==> config.mk <==
export PLATFORM = sky130hd
export DESIGN_NAME = mips_fetch_unit_flat
export DESIGN_NICKNAME = d
export VERILOG_FILES = /design/src/rtl/mips_pkg.sv /design/src/rtl/mips_fetch_unit_if.sv /design/src/rtl/mips_pc_reg.sv /design/src/rtl/mips_fetch_unit.sv /design/src/flat_wrapper.sv
export SDC_FILE = /design/constraint.sdc
export NUM_CORES = 1
export LEC_CHECK = 0
export CORE_MARGIN = 4
export CORE_UTILIZATION = 46
export DETAILED_ROUTE_END_ITERATION = 10
export PLACE_DENSITY = 0.82
export RECOVER_POWER = 25
export SLEW_MARGIN = 20
export SYNTH_ARGS = -nofsm -noshare
export SYNTH_HDL_FRONTEND = slang
export SYNTH_HIERARCHICAL = 1
export SYNTH_SLANG_ARGS = --single-unit
==> constraint.sdc <==
create_clock -name clk -period 3.5 [get_ports clk]
set_clock_uncertainty 0.05 [all_clocks]
set_input_delay 0.875 -clock clk [delete_from_list [all_inputs] [get_ports clk]]
set_output_delay 0.875 -clock clk [all_outputs]
set_load 0.01 [all_outputs]
==> src/rtl/mips_pkg.sv <==
// -----------------------------------------------------------------------------
// mips_pkg
// Shared definitions for the MIPS instruction fetch unit:
//   RESET_VECTOR_DEFAULT : first fetch address after reset (boot ROM)
//   HALT_ADDRESS         : reaching this PC stops the CPU
//   fetch_state_e        : fetch FSM states
//   word_align()         : clears the byte-offset bits of an address
// -----------------------------------------------------------------------------
package mips_pkg;

  localparam logic [31:0] RESET_VECTOR_DEFAULT = 32'hBFC0_0000;
  localparam logic [31:0] HALT_ADDRESS         = 32'h0000_0000;
  localparam logic [31:0] INSTR_BYTES          = 32'd4;

  typedef enum logic [1:0] {
    RUN    = 2'd0,  // sequential fetch
    SLOT   = 2'd1,  // fetching the branch delay slot; target is pending
    HALTED = 2'd2   // PC parked at HALT_ADDRESS until reset
  } fetch_state_e;

  // Instructions are word aligned; a misaligned target is rounded down.
  function automatic logic [31:0] word_align(input logic [31:0] addr);
    return {addr[31:2], 2'b00};
  endfunction

endpackage

==> src/rtl/mips_fetch_unit_if.sv <==
// -----------------------------------------------------------------------------
// mips_fetch_unit_if
// Bundles the decoder handshake, instruction-memory bus and status outputs of
// the fetch unit.
//   master : the fetch unit (drives address, instruction and status)
//   slave  : decoder + instruction memory (drives stall, redirect, read data)
// Signals:
//   stall, redirect_valid, redirect_target  decoder -> fetch
//   instr_address / instr_readdata          fetch <-> combinational memory
//   instr_out, pc_out, instr_valid          fetched instruction to decoder
//   in_delay_slot, active                   status
// -----------------------------------------------------------------------------
interface mips_fetch_unit_if;

  logic        stall;
  logic        redirect_valid;
  logic [31:0] redirect_target;
  logic [31:0] instr_address;
  logic [31:0] instr_readdata;
  logic [31:0] instr_out;
  logic [31:0] pc_out;
  logic        instr_valid;
  logic        in_delay_slot;
  logic        active;

  modport master (
    input  stall, redirect_valid, redirect_target, instr_readdata,
    output instr_address, instr_out, pc_out, instr_valid, in_delay_slot, active
  );

  modport slave (
    output stall, redirect_valid, redirect_target, instr_readdata,
    input  instr_address, instr_out, pc_out, instr_valid, in_delay_slot, active
  );

endinterface

==> src/rtl/mips_pc_reg.sv <==
// -----------------------------------------------------------------------------
// mips_pc_reg
// Program-counter register: WIDTH-bit register with asynchronous active-high
// reset to RESET_VALUE and a load enable (hold when i_en is low).
// Ports:
//   clk, reset : clock, async active-high reset
//   i_en       : load i_d on the next rising edge
//   i_d        : next value
//   o_q        : current value
// -----------------------------------------------------------------------------
module mips_pc_reg #(
  parameter int               WIDTH       = 32,
  parameter logic [WIDTH-1:0] RESET_VALUE = '0
) (
  input  logic             clk,
  input  logic             reset,
  input  logic             i_en,
  input  logic [WIDTH-1:0] i_d,
  output logic [WIDTH-1:0] o_q
);

  logic [WIDTH-1:0] r_q;

  // NOTE: sequential state uses non-blocking assignments so every register
  // samples pre-edge values regardless of block evaluation order.
  always_ff @(posedge clk or posedge reset) begin
    if (reset) begin
      r_q <= RESET_VALUE;
    end else if (i_en) begin
      r_q <= i_d;
    end
  end

  assign o_q = r_q;

endmodule

==> src/rtl/mips_fetch_unit.sv <==
// -----------------------------------------------------------------------------
// mips_fetch_unit
// MIPS instruction fetch with one branch delay slot. The PC drives the
// combinational instruction memory directly, so the instruction for the
// current PC is presented in the same cycle. A taken redirect is captured in
// RUN, the delay slot (PC+4) is fetched in SLOT, then the PC jumps to the
// captured target. Reaching address 0 halts the unit until reset.
// Ports:
//   clk   : clock
//   reset : asynchronous active-high reset
//   bus   : mips_fetch_unit_if.master (decoder handshake, memory, status)
// Parameters:
//   RESET_VECTOR : first fetch address after reset
// -----------------------------------------------------------------------------
module mips_fetch_unit
  import mips_pkg::*;
#(
  parameter logic [31:0] RESET_VECTOR = RESET_VECTOR_DEFAULT
) (
  input  logic                   clk,
  input  logic                   reset,
  mips_fetch_unit_if.master      bus
);

  fetch_state_e r_state;
  logic [31:0]  r_target;
  logic         r_active;
  logic         r_in_slot;

  logic [31:0]  w_pc;
  logic [31:0]  w_pc_plus4;
  logic [31:0]  w_pc_next;
  logic         w_pc_en;
  logic         w_halt_next;
  logic         w_instr_valid;

  // 32-bit add wraps naturally: FFFFFFFC + 4 = 0, which triggers the halt.
  assign w_pc_plus4 = w_pc + INSTR_BYTES;

  // NOTE: every signal assigned in always_comb gets a default first so no
  // path leaves it unassigned and infers a latch.
  always_comb begin
    w_pc_next = w_pc_plus4;
    unique case (r_state)
      RUN:     w_pc_next = w_pc_plus4;
      SLOT:    w_pc_next = r_target;
      HALTED:  w_pc_next = HALT_ADDRESS;
      default: w_pc_next = w_pc_plus4;
    endcase
  end

  assign w_halt_next = (w_pc_next == HALT_ADDRESS);
  // Stall freezes everything; HALTED ignores all inputs.
  assign w_pc_en     = ~bus.stall & (r_state != HALTED);

  mips_pc_reg #(
    .WIDTH       (32),
    .RESET_VALUE (RESET_VECTOR)
  ) u_pc_reg (
    .clk   (clk),
    .reset (reset),
    .i_en  (w_pc_en),
    .i_d   (w_pc_next),
    .o_q   (w_pc)
  );

  // Fetch FSM with registered status outputs.
  always_ff @(posedge clk or posedge reset) begin
    if (reset) begin
      r_state   <= RUN;
      r_target  <= '0;
      r_active  <= 1'b1;
      r_in_slot <= 1'b0;
    end else if (w_pc_en) begin
      if (w_halt_next) begin
        // Halt takes precedence: a redirect arriving as PC+4 wraps is dropped.
        r_state   <= HALTED;
        r_active  <= 1'b0;
        r_in_slot <= 1'b0;
      end else begin
        unique case (r_state)
          RUN: begin
            if (bus.redirect_valid) begin
              r_target  <= word_align(bus.redirect_target);
              r_state   <= SLOT;
              r_in_slot <= 1'b1;
            end
          end
          SLOT: begin
            // redirect_valid is ignored while the delay slot is fetched.
            r_state   <= RUN;
            r_in_slot <= 1'b0;
          end
          default: begin
            r_state   <= r_state;
          end
        endcase
      end
    end
  end

  // Valid is masked by reset directly so the reset-vector fetch is live in
  // the very first cycle after release.
  assign w_instr_valid     = r_active & ~reset;

  assign bus.instr_address = w_pc;
  assign bus.pc_out        = w_pc;
  assign bus.instr_valid   = w_instr_valid;
  assign bus.instr_out     = w_instr_valid ? bus.instr_readdata : 32'h0;
  assign bus.in_delay_slot = r_in_slot;
  assign bus.active        = r_active;

endmodule

==> src/flat_wrapper.sv <==
// flat-port wrapper written by rule: the top's interface ports become plain ports
module mips_fetch_unit_flat import mips_pkg::*;
#(
  parameter logic [31:0] RESET_VECTOR = RESET_VECTOR_DEFAULT
)
  (clk, reset, bus_stall, bus_redirect_valid, bus_redirect_target, bus_instr_readdata, bus_instr_address, bus_instr_out, bus_pc_out, bus_instr_valid, bus_in_delay_slot, bus_active);
  mips_fetch_unit_if bus_i ();
  input  logic clk;
  input  logic reset;
  input wire logic [$bits(bus_i.stall)-1:0] bus_stall;
  input wire logic [$bits(bus_i.redirect_valid)-1:0] bus_redirect_valid;
  input wire logic [$bits(bus_i.redirect_target)-1:0] bus_redirect_target;
  input wire logic [$bits(bus_i.instr_readdata)-1:0] bus_instr_readdata;
  output wire logic [$bits(bus_i.instr_address)-1:0] bus_instr_address;
  output wire logic [$bits(bus_i.instr_out)-1:0] bus_instr_out;
  output wire logic [$bits(bus_i.pc_out)-1:0] bus_pc_out;
  output wire logic [$bits(bus_i.instr_valid)-1:0] bus_instr_valid;
  output wire logic [$bits(bus_i.in_delay_slot)-1:0] bus_in_delay_slot;
  output wire logic [$bits(bus_i.active)-1:0] bus_active;
  assign bus_i.stall = bus_stall;
  assign bus_i.redirect_valid = bus_redirect_valid;
  assign bus_i.redirect_target = bus_redirect_target;
  assign bus_i.instr_readdata = bus_instr_readdata;
  assign bus_instr_address = bus_i.instr_address;
  assign bus_instr_out = bus_i.instr_out;
  assign bus_pc_out = bus_i.pc_out;
  assign bus_instr_valid = bus_i.instr_valid;
  assign bus_in_delay_slot = bus_i.in_delay_slot;
  assign bus_active = bus_i.active;
  mips_fetch_unit #(.RESET_VECTOR(RESET_VECTOR)) u_core (.clk(clk), .reset(reset), .bus(bus_i));
endmodule
==> run summary, run 1 <==
DR vias -> 4123
initial antenna violation count -> 0
All-Layer GR Usage -> 0.235
dpl hpwl -> 10700 um
Max transition margin -> -0.233
Seq cells post-synth -> 65
failing checks -> max-capacitance violations, max-slew violations
Fin Setup TNS -> 0 ps
Cell Pwr Density -> 823 nW/um^2
CP Cell Sequence -> ha_1 -> or4b_2 -> nand2_1 -> nor4bb_4 -> o211a_1 -> nand4_1 -> nor4b_4 -> a21oi_4 -> clkbuf_16 -> mux2_4
synth-to-layout area growth -> 40.7%
vias in the first global route -> 3989
grt ovf -> 0
dpl ws -> 29.3 ps
width of the die -> 109 um
ys flop type -> dfrtp_1
endpoints failing setup -> 0
Max Clk Rate -> 287 MHz
area post-placement -> 6350 sq um
CP arrival -> 3660 ps
drt pass-1 iters -> 5
slowest cell on the critical path -> or4b_2
H-tree depth -> 3
DRC errors left -> 0
Longest Clk Path Bufs -> 2
crit-path max FO -> 13
I/O pin total -> 167
final setup margin -> 21.5 ps
TritonCTS clock tree -> done
Die Span Y -> 109 um
final WL -> 14200 um
Hold Crit Class -> register to register
# Post-CTS Setup Buffers -> 0
Final ANT Viol Nets -> 0
Final Hold Viols -> 0
Vias/cell -> 5.53
Worst setup SP type -> register
ANT cells -> 0
Pleak -> 2.75 nW
layout cells sized above 1 -> 0.222
CP Data Required Time -> 3680 ps
YS warnings -> 6
CTS root buf -> clkbuf_8
crit-path max cell delay -> 710 ps
Mean Syn Cell Area -> 10.3 sq um
Clock transition at path regs -> 70 ps
clock latency on the worst-skew pair -> 350 ps
Period minus WS final -> 3480 ps
Post-synth EDFFs -> 0
core area -> 9860 sq um
die footprint -> 11900 sq um
maximum vdd drop -> 0.385 mV
WL/cell -> 19.1 um
outcome -> finished with violations
CTS Buf Count -> 9
post-synthesis sequential area ratio -> 0.348
worst slew pin tran -> 1850 ps
hold slack -> 425 ps
synthesized net count -> 530
first-pass GRT wire length -> 21400 um
pin count of the biggest net entering global routing -> 34
Sink Count -> 65
total of max-cap violations -> 2
fin nets -> 680
Yosys cell types -> 62
Port-buffer cells -> 164
crit share post-route -> 0.994
WS Path Type -> register to register
row count -> 36
Tot Pwr -> 5.44 mW
Mapped Cells -> 458
Initial DRC Count -> 448
initial core utilization -> 0.477
ys async rst share -> 1.00
GPL Wtd Cong -> 0.914
Setup crit end kind -> register
max-slew violations -> 64
mapped cell area -> 4710 sq um
design area -> 6620 sq um
power breakdown:
group | switching (mW) | internal [mW]
clock | 0.305 | 0.423
sequential | 0.491 | 1.14
combinational | 1.32 | 1.76
total | 2.12 | 3.32
synthesized netlist by cell type, drive strengths merged, types with 2 or more instances:
master	count	share of area
o31ai	4	0.0064
a2111oi	2	0.0037
and4	5	0.0093
mux2i	3	0.0064
dfrtp	55	0.29
and3	3	0.0040
nor4	6	0.0080
or2	3	0.0040
o31a	3	0.0056
a211o	3	0.0056
or3	3	0.0040
dfstp	10	0.056
nand2	33	0.026
or4	3	0.0048
inv	11	0.0088
a22o	5	0.0093
buf	44	0.078
o21a	3	0.0048
nand3	21	0.023
clkbuf	14	0.012
or4b	2	0.0043
xor2	6	0.011
mux2	63	0.20
o21ai	28	0.030
xnor2	15	0.028
ha	4	0.011
a21oi	10	0.011
and2	35	0.047
nor2	16	0.013
nor3	7	0.0098
a211oi	2	0.0043
nand4	13	0.020
nor2b	6	0.0080
state kept, by name, summed over array words and instances (netlist names):
signal	count
u_core/r_state	2
u_core/r_target	30
u_core/bus.active	1
u_core/u_pc_reg/o_q	32
cells by family (layout without fill, tap and decap cells):
group | Yosys count | in the layout | synth area share
flops | 65 | 65 | 0.348
mux | 66 | 66 | 0.205
compound gates | 71 | 71 | 0.100
buf+inv | 70 | 225 | 0.0994
xor+xnor | 21 | 21 | 0.0391
simple gates | 161 | 161 | 0.197
fa+ha+maj | 4 | 4 | 0.0106
timing repair:
action	4_1_cts	5_1_grt
hold buffers	0	0
resized for setup	1	7
cloned	0	1
pin swaps	0	3
endpoints found under the setup margin	27	30
critical path, delay by kind of cell (launching register included):
family	cells	cell delay (ps)
and+or+nand+nor	5	1700
AOI/OAI and AO/OA	2	380
adders and majority gates	1	310
buffers and inverters	1	210
muxes	1	320
DFF	1	390
cells in the final DEF, fill, tap and decap left out, drive strengths merged, types with 2 or more instances in the layout:
cell           Yosys  layout
dfstp             10      10
and3               3       3
nor3               7       7
mux2i              3       3
clkdlybuf4s50      0     164
and4               5       5
a2111oi            2       2
xnor2             15      15
nor2b              6       6
bufinv             0       2
o21ai             28      28
o31ai              4       4
clkinv             1       2
a211o              3       3
or4                3       3
nor4               6       6
and2              35      35
nand3             21      21
nor2              16      16
ha                 4       4
a211oi             2       2
inv               11      11
nand2             33      33
or4b               2       2
or3                3       3
buf               44      30
o31a               3       3
o21a               3       3
clkbuf            14      15
mux2              63      63
xor2               6       6
nand4             13      13
dfrtp             55      55
a22o               5       5
or2                3       3
a21oi             10      10
metrics by stage:
stage                util  cells
floorplan               -    458
global placement    0.644    729
detailed placement  0.644    729
CTS                 0.666    745
global route        0.671    746
finish              0.671    746
path summary, 6_finish.rpt:
check	start	endpoint	slack, ps	cells after the start
min reg2reg	u_core/bus.active	u_core/bus.active	430	1
max reg2reg	u_core/u_pc_reg/o_q[2]	u_core/r_target[14]	20	10
max in group asynchronous	reset	u_core/u_pc_reg/o_q[12]	830	3
min in group asynchronous	reset	u_core/r_state[1]	720	2
max	u_core/u_pc_reg/o_q[2]	u_core/r_target[14]	20	10
min	u_core/bus.active	u_core/bus.active	430	1
layer usage:
metal / up-vias / part of all wire / GRT usage
li1: 1894 / - / -
met1: 1997 / 0.38 / 0.287
met2: 222 / 0.51 / 0.411
met3: 10 / 0.10 / 0.0681
met4: 0 / 0.0076 / 0.0496
met5: - / 0 / 0
cell type report:
cell class	instances	area, sq um
Fill cell	761	3250
Clock buffer	12	145
Clock inverter	4	76.3
Sequential cell	65	1640
Timing Repair Buffer	197	1920
Tap cell	133	166
Inverter	12	46.3
Multi-Input combinational cell	323	2630
Power figures use the tool's default switching activity.
==> inputs of run 2 (changes only) <==
CORE_MARGIN = unset   (was 4)
==> run 2 against run 1 <==
  * The run still ends with max-capacitance violations, max-slew violations left
  * Register-to-register slack better by 20 ps
  * Non-clock buffer count rose by 5
  * Critical path depth rose by 2
  * Sequential share of layout area down 0.23 points
==> run summary, run 2 (same netlist as run 1, synthesis figures left out) <==
initial core utilization -> 0.477 (unchanged)
core area -> 9860 sq um (unchanged)
leading cell type in the layout, fill and taps excluded -> clkdlybuf4s50_1
endpoints failing setup -> 0 (unchanged)
Pleak -> 2.77 nW (+0.66%)
Max transition margin -> -0.187 (+0.0451)
Worst setup SP type -> register
initial antenna violation count -> 0 (unchanged)
Period minus WS final -> 3460 ps (-23.1 ps)
ANT cells -> 0 (unchanged)
CP Data Required Time -> 3690 ps (about the same)
Sink Count -> 65 (unchanged)
CP Cell Sequence -> inv_1 -> ha_2 -> and2_1 -> buf_4 -> o31ai_1 -> nor4bb_4 -> o211a_1 -> nand4_1 -> nor4b_4 -> a21oi_4 -> clkbuf_16 -> mux2_4
Final ANT Viol Nets -> 0 (unchanged)
design area -> 6690 sq um (+1.0%)
max-slew violations -> 67 (+4.7%)
crit-path max FO -> 9 (-4)
I/O pin total -> 167 (unchanged)
final setup margin -> 44.6 ps (+23.1 ps)
dpl ws -> 102 ps (+72.7 ps)
WL/cell -> 18.6 um (-2.3%)
max reg flops -> 32 (unchanged)
dpl hpwl -> 10300 um (-4.2%)
DR vias -> 4196 (+1.8%)
GPL Wtd Cong -> 0.949 (+3.8%)
Cell Pwr Density -> 820 nW/um^2 (-0.27%)
area post-placement -> 6360 sq um (+0.12%)
TritonCTS clock tree -> done
die footprint -> 10600 sq um (-11%)
hold slack -> 417 ps (-8.89 ps)
synth-to-layout area growth -> 42.1%
CTS root buf -> clkbuf_8
Port-buffer cells -> 164 (unchanged)
vias in the first global route -> 3930 (-1.5%)
Vias/cell -> 5.59 (+1.1%)
total of max-cap violations -> 2 (unchanged)
CTS Buf Count -> 9 (unchanged)
Die Span Y -> 103 um (-5.5%)
most frequent cells in the layout -> clkdlybuf4s50_1, mux2_4, dfrtp_1
slowest cell on the critical path -> nor4b_4
maximum vdd drop -> 0.469 mV (+22%)
crit share post-route -> 0.987 (-0.00659)
drt pass-1 iters -> 4 (-1)
Initial DRC Count -> 267 (-40%)
worst slew pin tran -> 1780 ps (-67.7 ps)
Max Clk Rate -> 289 MHz (+0.67%)
WS Path Type -> register to register
DRC errors left -> 0 (unchanged)
CTS Hold Bufs -> 0 (unchanged)
pin count of the biggest net entering global routing -> 34 (unchanged)
final WL -> 14000 um (-1.7%)
first-pass GRT wire length -> 20400 um (-4.9%)
Tot Pwr -> 5.48 mW (+0.75%)
layout cells sized above 1 -> 0.235 (+0.0128)
Final Hold Viols -> 0 (unchanged)
outcome -> finished with violations
clock latency on the worst-skew pair -> 350 ps (about the same)
Fin Setup TNS -> 0 ps (unchanged)
row count -> 36 (unchanged)
Setup crit end kind -> register
Hold Crit Class -> register to register
width of the die -> 103 um (-5.5%)
Clock transition at path regs -> 80 ps (about the same)
worst reg2reg setup slack -> 40 ps (+20 ps)
failing checks -> max-capacitance violations, max-slew violations
fin nets -> 685 (+0.74%)
CP arrival -> 3650 ps (about the same)
crit-path max cell delay -> 430 ps (-280 ps)
Longest Clk Path Bufs -> 2 (unchanged)
H-tree depth -> 3 (unchanged)
All-Layer GR Usage -> 0.257 (+0.0225)
grt ovf -> 0 (unchanged)
## run 2: cell type report
cell class / count / area, sq um
Clock buffer: 9 / 124
Clock inverter: 7 / 95.1
Fill cell: 743 / 3180
Inverter: 12 / 48.8
Multi-Input combinational cell: 323 / 2640
Sequential cell: 65 / 1640
Tap cell: 133 / 166
Timing Repair Buffer: 202 / 1970
## run 2: metal layers
metal | vias up | part of all wire | track usage
met5 | - | 0 | 0
met4 | 0 | 0.0090 | 0.0553
met3 | 10 | 0.066 | 0.0515
met2 | 199 | 0.52 | 0.455
met1 | 2072 | 0.41 | 0.325
li1 | 1915 | - | -
## run 2: timing repair
item,CTS,global route
gates resized for setup,0,10
buffers inserted,0,2
setup endpoints to repair,0,30
## run 2: path summary, 6_finish.rpt
path | to | depth (start not counted) | start
max in group asynchronous | u_core/u_pc_reg/o_q[6] | 3 | reset
worst max-delay path | u_core/r_target[30] | 12 | u_core/r_state[0]
worst min register to register | u_core/bus.active | 1 | u_core/bus.active
worst max register to register | u_core/r_target[30] | 12 | u_core/r_state[0]
min in group asynchronous | u_core/u_pc_reg/o_q[8] | 3 | reset
worst min-delay path | u_core/bus.active | 1 | u_core/bus.active
## run 2: worst max-delay path: cells and delay by family (launching register included)
family / cells / cell delay (ps)
and+or+nand+nor: 4 / 1240
adders and majority gates: 1 / 310
muxes: 1 / 300
buffers and inverters: 3 / 530
DFF: 1 / 410
AOI/OAI and AO/OA: 3 / 480
## run 2: through the flow
stage	cells	utilization
2_1_floorplan	458	-
3_3_place_gp	730	0.645
3_5_place_dp	730	0.645
4_1_cts	746	0.667
5_1_grt	751	0.678
6_report	751	0.678
## run 2: where the power goes
part           leakage [nW]  internal [mW]  total (mW)  switching (mW)
clock                0.0975          0.399       0.713           0.314
combinational          1.89           1.79        3.17            1.37
sequential            0.781           1.14        1.60           0.461
